<file path="config.mk">
export PLATFORM = sky130hd
export DESIGN_NAME = fu_alu_issue_arbiter_flat
export DESIGN_NICKNAME = d
export VERILOG_FILES = /design/src/rtl/fu_alu_issue_arbiter_if.sv /design/src/rtl/fu_alu_issue_arbiter.sv /design/src/flat_wrapper.sv
export SDC_FILE = /design/constraint.sdc
export NUM_CORES = 1
export LEC_CHECK = 0
export ABC_AREA = 1
export BUFFER_PORTS_ARGS = -buffer_cell sky130_fd_sc_hd__buf_2
export CORE_AREA = 3 3 169 171
export DETAILED_ROUTE_END_ITERATION = 10
export DIE_AREA = 0 0 172 174
export GPL_TIMING_DRIVEN = 0
export PLACE_DENSITY = 0.38
export SLEW_MARGIN = 40
export SYNTH_ARGS = -nofsm -noshare
export SYNTH_HDL_FRONTEND = slang
export SYNTH_SLANG_ARGS = --single-unit
</file>
<file path="constraint.sdc">
create_clock -name clk -period 1.6 [get_ports clk]
set_input_delay 0.08 -clock clk [delete_from_list [all_inputs] [get_ports clk]]
set_output_delay 0.08 -clock clk [all_outputs]
set_load 0.1 [all_outputs]
</file>
<file path="src/rtl/fu_alu_issue_arbiter_if.sv">
// Requester, ALU and CDB writeback bundle for fu_alu_issue_arbiter.
// master: the arbiter side. slave: the reservation stations, ALU and CDB around it.
interface fu_alu_issue_arbiter_if #(
   parameter int unsigned NREQ  = 4,
   parameter int unsigned TAG_W = 3
);
   // reservation-station requesters
   logic [NREQ-1:0]       req_valid;
   logic [4*NREQ-1:0]     req_ctrl;
   logic [32*NREQ-1:0]    req_a;
   logic [32*NREQ-1:0]    req_b;
   logic [TAG_W*NREQ-1:0] req_tag;
   logic [NREQ-1:0]       req_grant;

   // shared ALU functional unit
   logic                  fu_en;
   logic [3:0]            fu_ctrl;
   logic [31:0]           fu_a;
   logic [31:0]           fu_b;
   logic [31:0]           fu_res;
   logic                  fu_zero;
   logic                  fu_overflow;

   // CDB writeback
   logic                  wb_valid;
   logic [TAG_W-1:0]      wb_tag;
   logic [31:0]           wb_data;
   logic                  wb_zero;
   logic                  wb_overflow;
   logic                  wb_ack;

   logic                  busy;

   modport master (
      input  req_valid, req_ctrl, req_a, req_b, req_tag,
      output req_grant,
      output fu_en, fu_ctrl, fu_a, fu_b,
      input  fu_res, fu_zero, fu_overflow,
      output wb_valid, wb_tag, wb_data, wb_zero, wb_overflow,
      input  wb_ack,
      output busy
   );

   modport slave (
      output req_valid, req_ctrl, req_a, req_b, req_tag,
      input  req_grant,
      input  fu_en, fu_ctrl, fu_a, fu_b,
      output fu_res, fu_zero, fu_overflow,
      input  wb_valid, wb_tag, wb_data, wb_zero, wb_overflow,
      output wb_ack,
      input  busy
   );
endinterface

</file>
<file path="src/rtl/fu_alu_issue_arbiter.sv">
// Issue arbiter for the single multi-cycle integer ALU shared by NREQ reservation stations.
// Grants one ready requester, pulses the ALU for one cycle, times LATENCY, then holds the
// captured result on the CDB until acknowledged.
// Build option: FU_ALU_RR_EN selects round-robin arbitration; otherwise fixed priority (index 0 highest).
module fu_alu_issue_arbiter #(
   parameter int unsigned NREQ    = 4,
   parameter int unsigned TAG_W   = 3,
   parameter int unsigned LATENCY = 2
) (
   input  logic                   clk,
   input  logic                   rst_n,
   fu_alu_issue_arbiter_if.master bus
);
   localparam int unsigned IDX_W  = (NREQ > 1) ? $clog2(NREQ) : 1;
   localparam int unsigned CNT_W  = (LATENCY > 1) ? $clog2(LATENCY) : 1;
   localparam int unsigned CTRL_W = 4;
   localparam int unsigned DATA_W = 32;

   typedef enum logic [1:0] {
      IDLE = 2'd0,
      EXEC = 2'd1,
      WB   = 2'd2
   } state_e;

   state_e              state_q, state_d;
   logic [CNT_W-1:0]    cnt_q, cnt_d;
   logic [TAG_W-1:0]    tag_q, tag_d;
   logic                wb_valid_q, wb_valid_d;
   logic [TAG_W-1:0]    wb_tag_q, wb_tag_d;
   logic [DATA_W-1:0]   wb_data_q, wb_data_d;
   logic                wb_zero_q, wb_zero_d;
   logic                wb_overflow_q, wb_overflow_d;
   logic                busy_q, busy_d;
`ifdef FU_ALU_RR_EN
   logic [IDX_W-1:0]    rr_ptr_q, rr_ptr_d;
`endif

   int unsigned         cand_c;
   logic                sel_found_c;
   logic [IDX_W-1:0]    sel_idx_c;
   logic                issue_c;
   logic [NREQ-1:0]     req_grant_c;
   logic                fu_en_c;
   logic [CTRL_W-1:0]   fu_ctrl_c;
   logic [DATA_W-1:0]   fu_a_c;
   logic [DATA_W-1:0]   fu_b_c;

   // Pick the winning requester: search from rr_ptr with wrap, or from index 0
   always_comb begin
      cand_c      = 0;
      sel_found_c = 1'b0;
      sel_idx_c   = '0;
      for (int unsigned k = 0; k < NREQ; k++) begin
`ifdef FU_ALU_RR_EN
         cand_c = (32'(rr_ptr_q) + k) % NREQ;
`else
         cand_c = k;
`endif
         if (!sel_found_c && bus.req_valid[IDX_W'(cand_c)]) begin
            sel_found_c = 1'b1;
            sel_idx_c   = IDX_W'(cand_c);
         end
      end
   end

   // Next state, writeback capture and the single-cycle issue drive
   always_comb begin
      state_d       = state_q;
      cnt_d         = cnt_q;
      tag_d         = tag_q;
      wb_valid_d    = wb_valid_q;
      wb_tag_d      = wb_tag_q;
      wb_data_d     = wb_data_q;
      wb_zero_d     = wb_zero_q;
      wb_overflow_d = wb_overflow_q;
`ifdef FU_ALU_RR_EN
      rr_ptr_d      = rr_ptr_q;
`endif
      issue_c       = 1'b0;
      req_grant_c   = '0;
      fu_en_c       = 1'b0;
      fu_ctrl_c     = '0;
      fu_a_c        = '0;
      fu_b_c        = '0;

      case (state_q)
         IDLE: begin
            issue_c = sel_found_c;
         end
         EXEC: begin
            cnt_d = cnt_q - CNT_W'(1);
            // Last EXEC cycle: the ALU result is valid, register it onto the CDB
            if (cnt_q == CNT_W'(1)) begin
               wb_valid_d    = 1'b1;
               wb_tag_d      = tag_q;
               wb_data_d     = bus.fu_res;
               wb_zero_d     = bus.fu_zero;
               wb_overflow_d = bus.fu_overflow;
               state_d       = WB;
            end
         end
         WB: begin
            // Result held until the CDB takes it; an ack frees the ALU for a same-cycle issue
            if (bus.wb_ack) begin
               wb_valid_d = 1'b0;
               state_d    = IDLE;
               issue_c    = sel_found_c;
            end
         end
         default: begin
            state_d = IDLE;
         end
      endcase

      if (issue_c) begin
         req_grant_c = NREQ'(1) << sel_idx_c;
         fu_en_c     = 1'b1;
         fu_ctrl_c   = CTRL_W'(bus.req_ctrl >> (32'(sel_idx_c) * CTRL_W));
         fu_a_c      = DATA_W'(bus.req_a >> (32'(sel_idx_c) * DATA_W));
         fu_b_c      = DATA_W'(bus.req_b >> (32'(sel_idx_c) * DATA_W));
         tag_d       = TAG_W'(bus.req_tag >> (32'(sel_idx_c) * TAG_W));
         cnt_d       = CNT_W'(LATENCY - 1);
         state_d     = EXEC;
`ifdef FU_ALU_RR_EN
         rr_ptr_d    = (32'(sel_idx_c) == NREQ - 1) ? '0 : sel_idx_c + IDX_W'(1);
`endif
      end

      busy_d = (state_d != IDLE);
   end

   // State and output registers, synchronous active-low reset
   always_ff @(posedge clk) begin
      if (!rst_n) begin
         state_q       <= IDLE;
         cnt_q         <= '0;
         tag_q         <= '0;
         wb_valid_q    <= 1'b0;
         wb_tag_q      <= '0;
         wb_data_q     <= '0;
         wb_zero_q     <= 1'b0;
         wb_overflow_q <= 1'b0;
         busy_q        <= 1'b0;
`ifdef FU_ALU_RR_EN
         rr_ptr_q      <= '0;
`endif
      end else begin
         state_q       <= state_d;
         cnt_q         <= cnt_d;
         tag_q         <= tag_d;
         wb_valid_q    <= wb_valid_d;
         wb_tag_q      <= wb_tag_d;
         wb_data_q     <= wb_data_d;
         wb_zero_q     <= wb_zero_d;
         wb_overflow_q <= wb_overflow_d;
         busy_q        <= busy_d;
`ifdef FU_ALU_RR_EN
         rr_ptr_q      <= rr_ptr_d;
`endif
      end
   end

   // Grant and ALU drive are same-cycle; writeback and busy come from flops
   assign bus.req_grant   = req_grant_c;
   assign bus.fu_en       = fu_en_c;
   assign bus.fu_ctrl     = fu_ctrl_c;
   assign bus.fu_a        = fu_a_c;
   assign bus.fu_b        = fu_b_c;
   assign bus.wb_valid    = wb_valid_q;
   assign bus.wb_tag      = wb_tag_q;
   assign bus.wb_data     = wb_data_q;
   assign bus.wb_zero     = wb_zero_q;
   assign bus.wb_overflow = wb_overflow_q;
   assign bus.busy        = busy_q;

endmodule

</file>
<file path="src/flat_wrapper.sv">
// flat-port wrapper written by rule: the top's interface ports become plain ports
module fu_alu_issue_arbiter_flat 
#(
   parameter int unsigned NREQ    = 4,
   parameter int unsigned TAG_W   = 3,
   parameter int unsigned LATENCY = 2
)
  (clk, rst_n, bus_req_valid, bus_req_ctrl, bus_req_a, bus_req_b, bus_req_tag, bus_req_grant, bus_fu_en, bus_fu_ctrl, bus_fu_a, bus_fu_b, bus_fu_res, bus_fu_zero, bus_fu_overflow, bus_wb_valid, bus_wb_tag, bus_wb_data, bus_wb_zero, bus_wb_overflow, bus_wb_ack, bus_busy);
  fu_alu_issue_arbiter_if #(.NREQ(NREQ), .TAG_W(TAG_W)) bus_i ();
  input  logic clk;
  input  logic rst_n;
  input wire logic [$bits(bus_i.req_valid)-1:0] bus_req_valid;
  input wire logic [$bits(bus_i.req_ctrl)-1:0] bus_req_ctrl;
  input wire logic [$bits(bus_i.req_a)-1:0] bus_req_a;
  input wire logic [$bits(bus_i.req_b)-1:0] bus_req_b;
  input wire logic [$bits(bus_i.req_tag)-1:0] bus_req_tag;
  output wire logic [$bits(bus_i.req_grant)-1:0] bus_req_grant;
  output wire logic [$bits(bus_i.fu_en)-1:0] bus_fu_en;
  output wire logic [$bits(bus_i.fu_ctrl)-1:0] bus_fu_ctrl;
  output wire logic [$bits(bus_i.fu_a)-1:0] bus_fu_a;
  output wire logic [$bits(bus_i.fu_b)-1:0] bus_fu_b;
  input wire logic [$bits(bus_i.fu_res)-1:0] bus_fu_res;
  input wire logic [$bits(bus_i.fu_zero)-1:0] bus_fu_zero;
  input wire logic [$bits(bus_i.fu_overflow)-1:0] bus_fu_overflow;
  output wire logic [$bits(bus_i.wb_valid)-1:0] bus_wb_valid;
  output wire logic [$bits(bus_i.wb_tag)-1:0] bus_wb_tag;
  output wire logic [$bits(bus_i.wb_data)-1:0] bus_wb_data;
  output wire logic [$bits(bus_i.wb_zero)-1:0] bus_wb_zero;
  output wire logic [$bits(bus_i.wb_overflow)-1:0] bus_wb_overflow;
  input wire logic [$bits(bus_i.wb_ack)-1:0] bus_wb_ack;
  output wire logic [$bits(bus_i.busy)-1:0] bus_busy;
  assign bus_i.req_valid = bus_req_valid;
  assign bus_i.req_ctrl = bus_req_ctrl;
  assign bus_i.req_a = bus_req_a;
  assign bus_i.req_b = bus_req_b;
  assign bus_i.req_tag = bus_req_tag;
  assign bus_req_grant = bus_i.req_grant;
  assign bus_fu_en = bus_i.fu_en;
  assign bus_fu_ctrl = bus_i.fu_ctrl;
  assign bus_fu_a = bus_i.fu_a;
  assign bus_fu_b = bus_i.fu_b;
  assign bus_i.fu_res = bus_fu_res;
  assign bus_i.fu_zero = bus_fu_zero;
  assign bus_i.fu_overflow = bus_fu_overflow;
  assign bus_wb_valid = bus_i.wb_valid;
  assign bus_wb_tag = bus_i.wb_tag;
  assign bus_wb_data = bus_i.wb_data;
  assign bus_wb_zero = bus_i.wb_zero;
  assign bus_wb_overflow = bus_i.wb_overflow;
  assign bus_i.wb_ack = bus_wb_ack;
  assign bus_busy = bus_i.busy;
  fu_alu_issue_arbiter #(.NREQ(NREQ), .TAG_W(TAG_W), .LATENCY(LATENCY)) u_core (.clk(clk), .rst_n(rst_n), .bus(bus_i));
endmodule
</file>
# Yosys cells after proc, flatten, opt, wreduce, memory -nomap -nowiden
# Index checks and enable logic that the tools add are counted.
# word_totals
romBits	0
ram_bits	0
latchBits	0
memories	0
wordCells	55
out_inout_bits	112
regBits	45
in_bits	325
# classes
order_cmp	0
mul	1
n_eq_ne	4
muxes	23
div	0
reduce_logical	12
shift	5
bitwise_logic	0
n_addsub	1
# op_table
operator	n
$shr A128 B7 Y32	2
$mux W32	2
$shr A16 B4 Y4	1
$shr A12 B4 Y3	1
$mux W1	11
$mux W2	5
$mux W4	2
$pmux W2 S3	1
$reduce_bool A2 Y1	3
$mul A2 B2 Y4 const B	1
$pmux W1 S2	2
$shl A1 B2 Y4 const A	1
$logic_and A1 B1 Y1	3
$logic_not A1 Y1	3
$reduce_and A3 Y1	1
$eq A2 B1 Y1 const B	1
$eq A2 B2 Y1 const B	1
$logic_not A2 Y1	1
$ne A2 B1 Y1 const B	1
$ne A2 B2 Y1 const B	1
$reduce_and A2 Y1	1
$sub A1 B1 Y1 const B	1

# Longest topological paths before layout
# Gate-level depths: netlist of run 1.
# depth
ltp_word	14
depth_mapped	10
mapped_depth_nobuf	8

# Worst setup path after synthesis of run 1
# Ideal clock, no wire load.
# synth_path
kind	register to output
from	reg u_core.state_q[1]
to	out bus_fu_b[31]
path_stages_with_launch	6
t_arrival_ns	2.810
n_path_buf	0
required_time_ns	1.520
path_slack_ns	-1.290
path_cell_list	dfxtp_1 a21oi_2 nand2_4 nor2_1 nand2_1 nand3_1
# synth_via
elab_chain_cells	3
elab_cells_between_ends	4
classes_between	1 x eq/ne; 2 x mux; 1 x reduce/logical
# synth_rtl
item	line	text
start, declared	fu_alu_issue_arbiter.sv:25	state_e state_q, state_d;
start signal, assigned	fu_alu_issue_arbiter.sv:148	state_q <= state_d;
$eq A2 B2 Y1 / $logic_not A2 Y1 (equally long branches)	fu_alu_issue_arbiter.sv:86	case (state_q)
$pmux W1 S2 *	fu_alu_issue_arbiter.sv:86	
$mux W32 *	fu_alu_issue_arbiter.sv:115	if (issue_c) begin
end, declared	flat_wrapper.sv:21	output wire logic [$bits(bus_i.fu_b)-1:0] bus_fu_b;
# Every way passes the cells marked *; elsewhere a longest branch is shown, timed or not.

# Final worst setup path of run 1
# layout_path
from	reg u_core.state_q[1]
to	out bus_fu_b[12]
# The elaborated chain is that of the path after synthesis.

==> run_summary.xml, run 1 <==
<?xml version="1.0" encoding="UTF-8"?>
<metrics>
  <group name="logic_synthesis">
    <metric name="netlist_area" unit="um2">3930</metric>
    <metric name="synthesis.nets" unit="">1094</metric>
    <metric name="synth.ff_latch_count" unit="">45</metric>
    <metric name="post_synth_inst_count" unit="">769</metric>
    <metric name="post_synth_num_cell_types" unit="">21</metric>
    <metric name="synth_sequential_area_ratio" unit="%">23.0</metric>
    <metric name="postSynthAreaPerCell" unit="um2">5.10</metric>
    <metric name="yosys_warnings" unit="">0</metric>
  </group>
  <group name="sta">
    <metric name="slew_of_the_pin_with_the_lowest_slew_margin" unit="ps">689</metric>
    <metric name="setup-tns-final" unit="ps">-16770</metric>
    <metric name="worst_slack" unit="ps">-305</metric>
    <metric name="rsz0062_at_grt" unit="">true</metric>
    <metric name="maxSlewViolCount" unit="">0</metric>
    <metric name="max_freq" unit="MHz">525</metric>
    <metric name="slew_headroom" unit="%">54.1</metric>
    <metric name="finalCriticalPeriod" unit="ps">1910</metric>
    <metric name="finalHoldViolCount" unit="">0</metric>
    <metric name="timing.clock.skew" unit="ps">5.84</metric>
    <metric name="period_share" unit="%">119</metric>
    <metric name="finalSetupViolCount" unit="">69</metric>
  </group>
  <group name="setup_path">
    <metric name="critPathMaxFanout" unit="">6</metric>
    <metric name="slowest_delay" unit="ps">330</metric>
    <metric name="crit_path_frequent_cell" unit="">sky130_fd_sc_hd__buf_12</metric>
    <metric name="cp.arrival" unit="ps">1830</metric>
    <metric name="timing_worst_setup_path_type" unit="">flip-flop to primary output</metric>
    <metric name="endpoint_kind" unit="">primary output</metric>
    <metric name="start_kind" unit="">flip-flop</metric>
    <metric name="critical_path.startpoint" unit="">u_core.state_q[1]</metric>
    <metric name="timing.critical_path.slowest_stage_cell" unit="">sky130_fd_sc_hd__dfxtp_2</metric>
    <metric name="r2r_slack" unit="ps">120</metric>
    <metric name="worstRegToRegCells" unit="">5</metric>
    <metric name="worstPathRequired" unit="ps">1520</metric>
    <metric name="timing.critical_path.cells" unit="">a21oi_4, nand2_4, nor2_4, buf_12, buf_12, buf_12, buf_12, nand2_4, nand2_4, buf_12</metric>
    <metric name="r2r_end" unit="">u_core.bus.wb_data[30]</metric>
    <metric name="worst_r2r_startpoint" unit="">u_core.state_q[1]</metric>
  </group>
  <group name="floorplan">
    <metric name="core_area" unit="um2">27000</metric>
    <metric name="boundaryPins" unit="">437</metric>
    <metric name="die_area" unit="um2">29900</metric>
    <metric name="dieHeight" unit="um">174</metric>
    <metric name="floorplan.initialDensity" unit="%">14.5</metric>
    <metric name="number_of_rows_in_the_core_area" unit="">60</metric>
    <metric name="fp.dieW" unit="um">172</metric>
  </group>
  <group name="clocking">
    <metric name="clock_path_buffers" unit="">2</metric>
    <metric name="cts.htree.levels" unit="">2</metric>
    <metric name="clk_root_buffer_cell" unit="">sky130_fd_sc_hd__clkbuf_16</metric>
    <metric name="cts.hold.buffers_added" unit="">0</metric>
    <metric name="cts_num_sinks" unit="">45</metric>
    <metric name="worst_setup_hold_path_clk_slew" unit="ps">70</metric>
    <metric name="tritoncts" unit="">built</metric>
    <metric name="tritoncts.num_buffers" unit="">5</metric>
    <metric name="clkLatencyLatePin" unit="ps">290</metric>
  </group>
  <group name="drt">
    <metric name="routed_via_density" unit="">4.17</metric>
    <metric name="drc_violation_count_after_routing" unit="">0</metric>
    <metric name="vias" unit="">6583</metric>
    <metric name="drt_iter0_markers" unit="">218</metric>
    <metric name="antenna_violating_nets_post_route" unit="">0</metric>
    <metric name="wl_per_cell" unit="um">17.8</metric>
    <metric name="drt-total-wl" unit="um">28200</metric>
    <metric name="first_pass_iters" unit="">5</metric>
  </group>
  <group name="placement">
    <metric name="place.detailed.instances" unit="">1546</metric>
    <metric name="gp_routability_congestion" unit="">0.881</metric>
    <metric name="post_detail_place_hpwl" unit="um">23200</metric>
    <metric name="placement.setup.worst_slack" unit="ps">-1010</metric>
    <metric name="port_buffers" unit="">436</metric>
  </group>
  <group name="grt">
    <metric name="global_route.overflow_total" unit="">0</metric>
    <metric name="grt_first_pass_wirelength" unit="um">40600</metric>
    <metric name="initial_antenna_violation_count" unit="">10</metric>
    <metric name="first_global_vias" unit="">6732</metric>
    <metric name="track_usage" unit="%">17.7</metric>
    <metric name="largest_net_degree_at_the_start_of_global_routing" unit="">15</metric>
  </group>
  <group name="layout">
    <metric name="n_fill_cell" unit="">3050</metric>
    <metric name="layout.cells.non_filler" unit="">1579</metric>
    <metric name="flow.area_growth_from_synthesis" unit="%">127</metric>
    <metric name="multi_input_comb_area" unit="um2">3390</metric>
    <metric name="ff_latch_area" unit="um2">903</metric>
    <metric name="finish.net_count" unit="">1556</metric>
    <metric name="final_core_util" unit="%">33.0</metric>
    <metric name="layout_cells_sized_above_1" unit="%">51.5</metric>
  </group>
  <group name="outcome">
    <metric name="violated_checks" unit="">negative setup slack</metric>
    <metric name="status" unit="">complete, but fails checks</metric>
  </group>
  <group name="min_path">
    <metric name="worst_min_delay_path_class" unit="">primary input to flip-flop</metric>
    <metric name="worst_hold_path.endpoint" unit="">u_core.bus.wb_data[10]</metric>
    <metric name="worst_hold_startpoint" unit="">bus_fu_res[10]</metric>
    <metric name="timing.hold.worst_path_depth" unit="">3</metric>
  </group>
  <group name="flow_run">
    <metric name="maxCapViolCount" unit="">0</metric>
  </group>
  <group name="power">
    <metric name="p_leak" unit="nW">4.60</metric>
    <metric name="peakVddDrop" unit="V">0.000451</metric>
    <metric name="power_per_cell_area" unit="nW/um2">933</metric>
  </group>
</metrics>
critical path, delay by kind of cell (launching register included):
family                 cells  cell delay, ps
AO/OA/AOI/OAI              1             180
buffers and inverters      5             650
AND/OR/NAND/NOR            4             360
flip-flops                 1             330
area by class of cell:
type	instances	area share [%]
buffer	49	4.14
clock inverter	2	0.435
sequential	45	10.1
clock buffer	6	1.45
antenna	6	0.168
multi-input combinational	647	38.0
inverter	26	1.12
tap	341	4.78
timing repair buffer	457	39.8
synth_stat cells:
master                     instances  area, um2
sky130_fd_sc_hd__nor2_1           12       45.0
sky130_fd_sc_hd__buf_6             2       22.5
sky130_fd_sc_hd__buf_1             3       11.3
sky130_fd_sc_hd__a21oi_1          41        205
sky130_fd_sc_hd__clkbuf_1         20       75.1
sky130_fd_sc_hd__inv_1            21       78.8
sky130_fd_sc_hd__inv_2             5       18.8
sky130_fd_sc_hd__nor2_2            2       12.5
sky130_fd_sc_hd__nand2_4           1       11.3
sky130_fd_sc_hd__nand3_1         117        586
sky130_fd_sc_hd__nor3_1            1       5.00
sky130_fd_sc_hd__nand2_1         464       1740
sky130_fd_sc_hd__o21ai_0           2       10.0
sky130_fd_sc_hd__o21ai_1           1       5.00
sky130_fd_sc_hd__buf_2            20        100
sky130_fd_sc_hd__nand2_2           2       12.5
sky130_fd_sc_hd__a21oi_2           1       8.76
sky130_fd_sc_hd__nor2_4            2       22.5
sky130_fd_sc_hd__buf_4             6       45.0
sky130_fd_sc_hd__dfxtp_1          45        901
sky130_fd_sc_hd__o31ai_1           1       7.51
repair_timing:
| action | 4_1_cts | 5_1_grt |
|---|---|---|
| resized for setup | 350 | 79 |
| buffers inserted | 12 | 6 |
| endpoints found under the setup margin | 73 | 92 |
| pin swaps | 18 | 12 |
| cloned | 1 | 3 |
metrics by stage:
| stage | hold slack, ps | total power [mW] | cell area (um2) |
|---|---|---|---|
| after CTS | 45.5 | 8.19 | 8570 |
| after global placement | 358 | 5.79 | 6980 |
| after global routing | 59.3 | 8.67 | 8920 |
| after detailed placement | 359 | 5.79 | 6980 |
| after floorplan | 203 | 4.70 | 4370 |
| final | 53.6 | 8.32 | 8920 |
how the worst max path moves through the flow:
stage	endpoint	slack, ps	cells after the start
global route	bus_fu_b[12]	-390	10
floorplan	bus_fu_b[22]	-300	6
detailed placement	bus_fu_a[5]	-1010	7
global placement	bus_fu_a[5]	-1010	7
CTS	bus_fu_b[12]	-340	10
finish	bus_fu_b[12]	-310	10
sequential cells by signal, summed over array words and instances (netlist names):
name	cells
u_core.tag_q	3
u_core.bus.wb_data	32
u_core.cnt_q	1
u_core.bus.wb_valid	1
u_core.state_q	2
u_core.bus.wb_zero	1
u_core.bus.wb_overflow	1
u_core.bus.busy	1
u_core.bus.wb_tag	3
cells in the final DEF, fill, tap and decap left out:
cell,n
sky130_fd_sc_hd__buf_2,372
sky130_fd_sc_hd__nand2_1,348
sky130_fd_sc_hd__nand3_1,116
sky130_fd_sc_hd__buf_12,81
sky130_fd_sc_hd__nand2_4,78
sky130_fd_sc_hd__dfxtp_1,43
sky130_fd_sc_hd__nand2_2,41
sky130_fd_sc_hd__a21oi_1,41
sky130_fd_sc_hd__inv_1,21
sky130_fd_sc_hd__buf_4,17
sky130_fd_sc_hd__clkbuf_1,13
sky130_fd_sc_hd__nor2_1,9
sky130_fd_sc_hd__buf_6,8
sky130_fd_sc_hd__clkbuf_16,8
sky130_fd_sc_hd__diode_2,6
sky130_fd_sc_hd__clkbuf_4,5
sky130_fd_sc_hd__clkbuf_2,4
sky130_fd_sc_hd__nor2_4,4
sky130_fd_sc_hd__inv_2,4
sky130_fd_sc_hd__nor2_2,3
sky130_fd_sc_hd__buf_1,2
sky130_fd_sc_hd__o21ai_0,2
sky130_fd_sc_hd__dfxtp_2,2
sky130_fd_sc_hd__clkbuf_8,1
sky130_fd_sc_hd__nor3_4,1
sky130_fd_sc_hd__nand3_2,1
sky130_fd_sc_hd__o31ai_1,1
sky130_fd_sc_hd__o21ai_1,1
sky130_fd_sc_hd__a21oi_4,1
sky130_fd_sc_hd__inv_4,1
sky130_fd_sc_hd__buf_8,1
sky130_fd_sc_hd__clkinv_4,1
sky130_fd_sc_hd__bufinv_16,1
cells by family (layout without fill, tap and decap cells):
logic type	Yosys count	in the layout	synth area share [%]
AO/OA/AOI/OAI	46	46	6.02
other	0	6	0
AND/OR/NAND/NOR	601	601	62.1
flip-flops	45	45	23.0
buffers and inverters	77	540	8.96
report_power, final:
| group | switching [mW] | internal, mW | leakage, nW |
|---|---|---|---|
| registers | 0.0454 | 1.21 | 0.368 |
| clock network | 0.448 | 0.741 | 0.0811 |
| logic | 3.87 | 2.00 | 4.15 |
metal layers:
| layer | wire (um) | GRT usage, % |
|---|---|---|
| met1 | 11200 | 20.7 |
| met2 | 14200 | 31.5 |
| met3 | 2380 | 5.80 |
| met4 | 381 | 3.53 |
| met5 | 46 | 0 |
Note: power is estimated with default switching activity, not from simulation.
==> run 2: changes to the inputs <==
--- a/config.mk
+++ b/config.mk
@@ -5,11 +5,10 @@
 export SDC_FILE = /design/constraint.sdc
 export NUM_CORES = 1
 export LEC_CHECK = 0
-export ABC_AREA = 1
 export BUFFER_PORTS_ARGS = -buffer_cell sky130_fd_sc_hd__buf_2
-export CORE_AREA = 3 3 169 171
+export CORE_AREA = 3 3 171 173
 export DETAILED_ROUTE_END_ITERATION = 10
-export DIE_AREA = 0 0 172 174
+export DIE_AREA = 0 0 174 176
 export GPL_TIMING_DRIVEN = 0
 export PLACE_DENSITY = 0.38
 export SLEW_MARGIN = 40
==> run_summary.xml, run 2 <==
<?xml version="1.0" encoding="UTF-8"?>
<metrics>
  <group name="power">
    <metric name="power_per_cell_area" unit="nW/um2">828</metric>
    <metric name="power_switching_share" unit="%">48.2</metric>
    <metric name="p_leak" unit="nW">4.12</metric>
    <metric name="switchingPower" unit="mW">3.67</metric>
    <metric name="clock_power_share" unit="%">15.9</metric>
    <metric name="combinationalPowerShare" unit="%">67.9</metric>
    <metric name="peakVddDrop" unit="V">0.000453</metric>
    <metric name="internal-power" unit="mW">3.95</metric>
    <metric name="sequentialPowerShare" unit="%">16.2</metric>
  </group>
  <group name="clocking">
    <metric name="worst_setup_hold_path_clk_slew" unit="ps">70</metric>
    <metric name="tritoncts" unit="">built</metric>
    <metric name="clkLatencyLatePin" unit="ps">280</metric>
    <metric name="clk_root_buffer_cell" unit="">sky130_fd_sc_hd__clkbuf_16</metric>
    <metric name="tritoncts.num_buffers" unit="">5</metric>
    <metric name="cts.htree.levels" unit="">2</metric>
    <metric name="clock_path_buffers" unit="">2</metric>
    <metric name="cts_num_sinks" unit="">45</metric>
  </group>
  <group name="logic_synthesis">
    <metric name="netlist_area" unit="um2">4090</metric>
    <metric name="post_synth_num_cell_types" unit="">33</metric>
    <metric name="synth_async_reset_ratio" unit="%">0</metric>
    <metric name="synthesis.nets" unit="">886</metric>
    <metric name="synth-compound-area-share" unit="%">40.1</metric>
    <metric name="main_combinational_cell_family_by_area_after_synthesis" unit="">compound AO/OA/AOI/OAI gates</metric>
    <metric name="synth_largest_type_area_fraction" unit="%">22.0</metric>
    <metric name="ys_dominant_reg_cell" unit="">sky130_fd_sc_hd__dfxtp_1</metric>
    <metric name="most_frequently_used_cell_type_in_the_post_synthesis_netlist" unit="">sky130_fd_sc_hd__nand2_1</metric>
    <metric name="synth_adder_area_share" unit="%">0</metric>
    <metric name="post_synth_inst_count" unit="">561</metric>
    <metric name="synth.cells.most_frequent" unit="">117 x sky130_fd_sc_hd__nand2_1, 71 x sky130_fd_sc_hd__nand2b_1, 68 x sky130_fd_sc_hd__a221o_1, 53 x sky130_fd_sc_hd__clkbuf_1, 45 x sky130_fd_sc_hd__dfxtp_1</metric>
    <metric name="postSynthAreaPerCell" unit="um2">7.29</metric>
    <metric name="yosys_warnings" unit="">0</metric>
    <metric name="synth_area_leaders" unit="">sky130_fd_sc_hd__dfxtp_1 22%, sky130_fd_sc_hd__a221o_1 17%, sky130_fd_sc_hd__nand2b_1 11%, sky130_fd_sc_hd__nand2_1 11%, sky130_fd_sc_hd__a31o_2 7.9%</metric>
    <metric name="synth.ff_latch_count" unit="">45</metric>
    <metric name="synth_xor_xnor_area_share" unit="%">0</metric>
    <metric name="synth_simple_gate_area_share" unit="%">30.3</metric>
    <metric name="synth_edf_count" unit="">0</metric>
    <metric name="synth_sequential_area_ratio" unit="%">22.0</metric>
    <metric name="synth_mux_area_share" unit="%">0</metric>
    <metric name="synth.largest_area_cell" unit="">sky130_fd_sc_hd__dfxtp_1</metric>
  </group>
  <group name="drt">
    <metric name="drt_iter0_markers" unit="">239</metric>
    <metric name="wl_per_cell" unit="um">20.6</metric>
    <metric name="antenna_violating_nets_post_route" unit="">0</metric>
    <metric name="drc_violation_count_after_routing" unit="">0</metric>
    <metric name="drt-total-wl" unit="um">28800</metric>
    <metric name="first_pass_iters" unit="">5</metric>
    <metric name="routed_via_density" unit="">4.52</metric>
    <metric name="vias" unit="">6321</metric>
  </group>
  <group name="flow_run">
    <metric name="maxCapViolCount" unit="">0</metric>
  </group>
  <group name="floorplan">
    <metric name="number_of_rows_in_the_core_area" unit="">61</metric>
    <metric name="dieHeight" unit="um">176</metric>
    <metric name="core_area" unit="um2">27800</metric>
    <metric name="fp.dieW" unit="um">174</metric>
    <metric name="boundaryPins" unit="">437</metric>
    <metric name="die_area" unit="um2">30600</metric>
    <metric name="floorplan.initialDensity" unit="%">14.7</metric>
  </group>
  <group name="layout">
    <metric name="multi_input_comb_area" unit="um2">3640</metric>
    <metric name="layout_common_cells" unit="">368 x sky130_fd_sc_hd__buf_2, 116 x sky130_fd_sc_hd__nand2_1, 75 x sky130_fd_sc_hd__buf_12</metric>
    <metric name="n_fill_cell" unit="">3089</metric>
    <metric name="layout.cells.most_common" unit="">sky130_fd_sc_hd__buf_2</metric>
    <metric name="flow.area_growth_from_synthesis" unit="%">125</metric>
    <metric name="design_area" unit="um2">9190</metric>
    <metric name="ff_latch_area" unit="um2">906</metric>
    <metric name="layout_cells_sized_above_1" unit="%">57.7</metric>
    <metric name="finish.net_count" unit="">1341</metric>
    <metric name="layout.cells.non_filler" unit="">1397</metric>
    <metric name="largest_reg_flops" unit="">32</metric>
  </group>
  <group name="sta">
    <metric name="maxSlewViolCount" unit="">0</metric>
    <metric name="whs" unit="ps">25.8</metric>
    <metric name="max_freq" unit="MHz">536</metric>
    <metric name="setup-tns-final" unit="ps">-14160</metric>
    <metric name="finalCriticalPeriod" unit="ps">1860</metric>
    <metric name="slew_headroom" unit="%">49.2</metric>
    <metric name="slew_of_the_pin_with_the_lowest_slew_margin" unit="ps">762</metric>
    <metric name="worst_slack" unit="ps">-264</metric>
    <metric name="finalSetupViolCount" unit="">68</metric>
    <metric name="finalHoldViolCount" unit="">0</metric>
    <metric name="timing.clock.skew" unit="ps">8.40</metric>
    <metric name="period_share" unit="%">117</metric>
    <metric name="rsz0062_at_grt" unit="">true</metric>
  </group>
  <group name="placement">
    <metric name="post_detail_place_hpwl" unit="um">23400</metric>
    <metric name="postPlaceCellArea" unit="um2">7560</metric>
    <metric name="port_buffers" unit="">434</metric>
    <metric name="gp_routability_congestion" unit="">0.818</metric>
    <metric name="place.detailed.instances" unit="">1373</metric>
  </group>
  <group name="setup_path">
    <metric name="critPathMaxFanout" unit="">6</metric>
    <metric name="worstPathRequired" unit="ps">1520</metric>
    <metric name="timing.critical_path.slowest_stage_cell" unit="">sky130_fd_sc_hd__dfxtp_4</metric>
    <metric name="endpoint_kind" unit="">primary output</metric>
    <metric name="start_kind" unit="">flip-flop</metric>
    <metric name="timing_worst_setup_path_type" unit="">flip-flop to primary output</metric>
    <metric name="wp_buf_inv" unit="">4</metric>
    <metric name="timing.critical_path.cells" unit="">nor2b_4, nor4_4, buf_4, buf_8, buf_6, a31o_4, buf_12</metric>
    <metric name="crit_family" unit="">buffers and inverters</metric>
    <metric name="cp.arrival" unit="ps">1780</metric>
    <metric name="slowest_delay" unit="ps">360</metric>
  </group>
  <group name="grt">
    <metric name="global_route.overflow_total" unit="">0</metric>
    <metric name="first_global_vias" unit="">6750</metric>
    <metric name="largest_net_degree_at_the_start_of_global_routing" unit="">14</metric>
    <metric name="track_usage" unit="%">17.5</metric>
    <metric name="initial_antenna_violation_count" unit="">3</metric>
    <metric name="grt_first_pass_wirelength" unit="um">42000</metric>
  </group>
  <group name="outcome">
    <metric name="status" unit="">complete, but fails checks</metric>
    <metric name="violated_checks" unit="">negative setup slack</metric>
  </group>
  <group name="min_path">
    <metric name="worst_min_delay_path_class" unit="">primary input to flip-flop</metric>
  </group>
</metrics>
[run 2: what timing repair did]
| action | CTS | global route |
|---|---|---|
| hold buffers | 0 | 0 |
| buffers inserted | 14 | 1 |
| gates cloned | 2 | 3 |
| hold endpoints to repair | 0 | 0 |
| setup endpoints to repair | 104 | 98 |
| gates resized for setup | 335 | 26 |
| pin swaps | 6 | 7 |
[run 2: cells by family after synthesis]
group	after synthesis
buffers and inverters	75
AOI/OAI and AO/OA	192
and+or+nand+nor	249
DFF	45
[run 2: power by group through the flow]
stage	clock, mW	combinational (mW)	sequential (mW)
6_report	1.21	5.17	1.23
4_1_cts	1.25	5.16	1.23
2_1_floorplan	0	2.85	1.65
3_3_place_gp	0	4.20	1.26
5_1_grt	1.29	5.38	1.24
3_5_place_dp	0	4.20	1.26
[run 2: through the flow]
step	worst slack, ps	util, %	total power [mW]
after floorplan	-204	-	4.50
after global placement	-870	27.2	5.46
after detailed placement	-826	27.2	5.46
after CTS	-325	32.7	7.64
after global routing	-349	33.1	7.92
final	-264	33.1	7.61
[run 2: path summary, 6_finish.rpt]
kind,start,endpoint,slack (ps),cells after the start
max,u_core.state_q[1],bus_fu_a[7],-260,7
min,bus_fu_res[28],u_core.bus.wb_data[28],30,3
max reg2reg,u_core.state_q[1],u_core.bus.wb_overflow,220,5
min reg2reg,u_core.bus.wb_data[18],u_core.bus.wb_data[18],450,2
[run 2: routing by layer]
metal  share of wire, %  track usage, %
met4                1.1            2.51
met5              0.056               0
met1                 42            21.8
met3                6.6            3.68
met2                 51            31.7
[run 2: cell type report]
| type | count | share of cell area (%) |
|---|---|---|
| well taps | 378 | 5.15 |
| plain buffers | 69 | 5.68 |
| inverters | 2 | 0.136 |
| diodes | 2 | 0.0545 |
| clock buffers | 7 | 1.55 |
| repair buffers | 452 | 37.6 |
| clock inverters | 1 | 0.327 |
| multi-input cells | 441 | 39.6 |
| flip-flops and latches | 45 | 9.86 |
[run 2: tightest hold or removal path, stage by stage]
cell	delay [ps]
sky130_fd_sc_hd__buf_2	100
sky130_fd_sc_hd__nand2_1	40
sky130_fd_sc_hd__a21oi_1	50
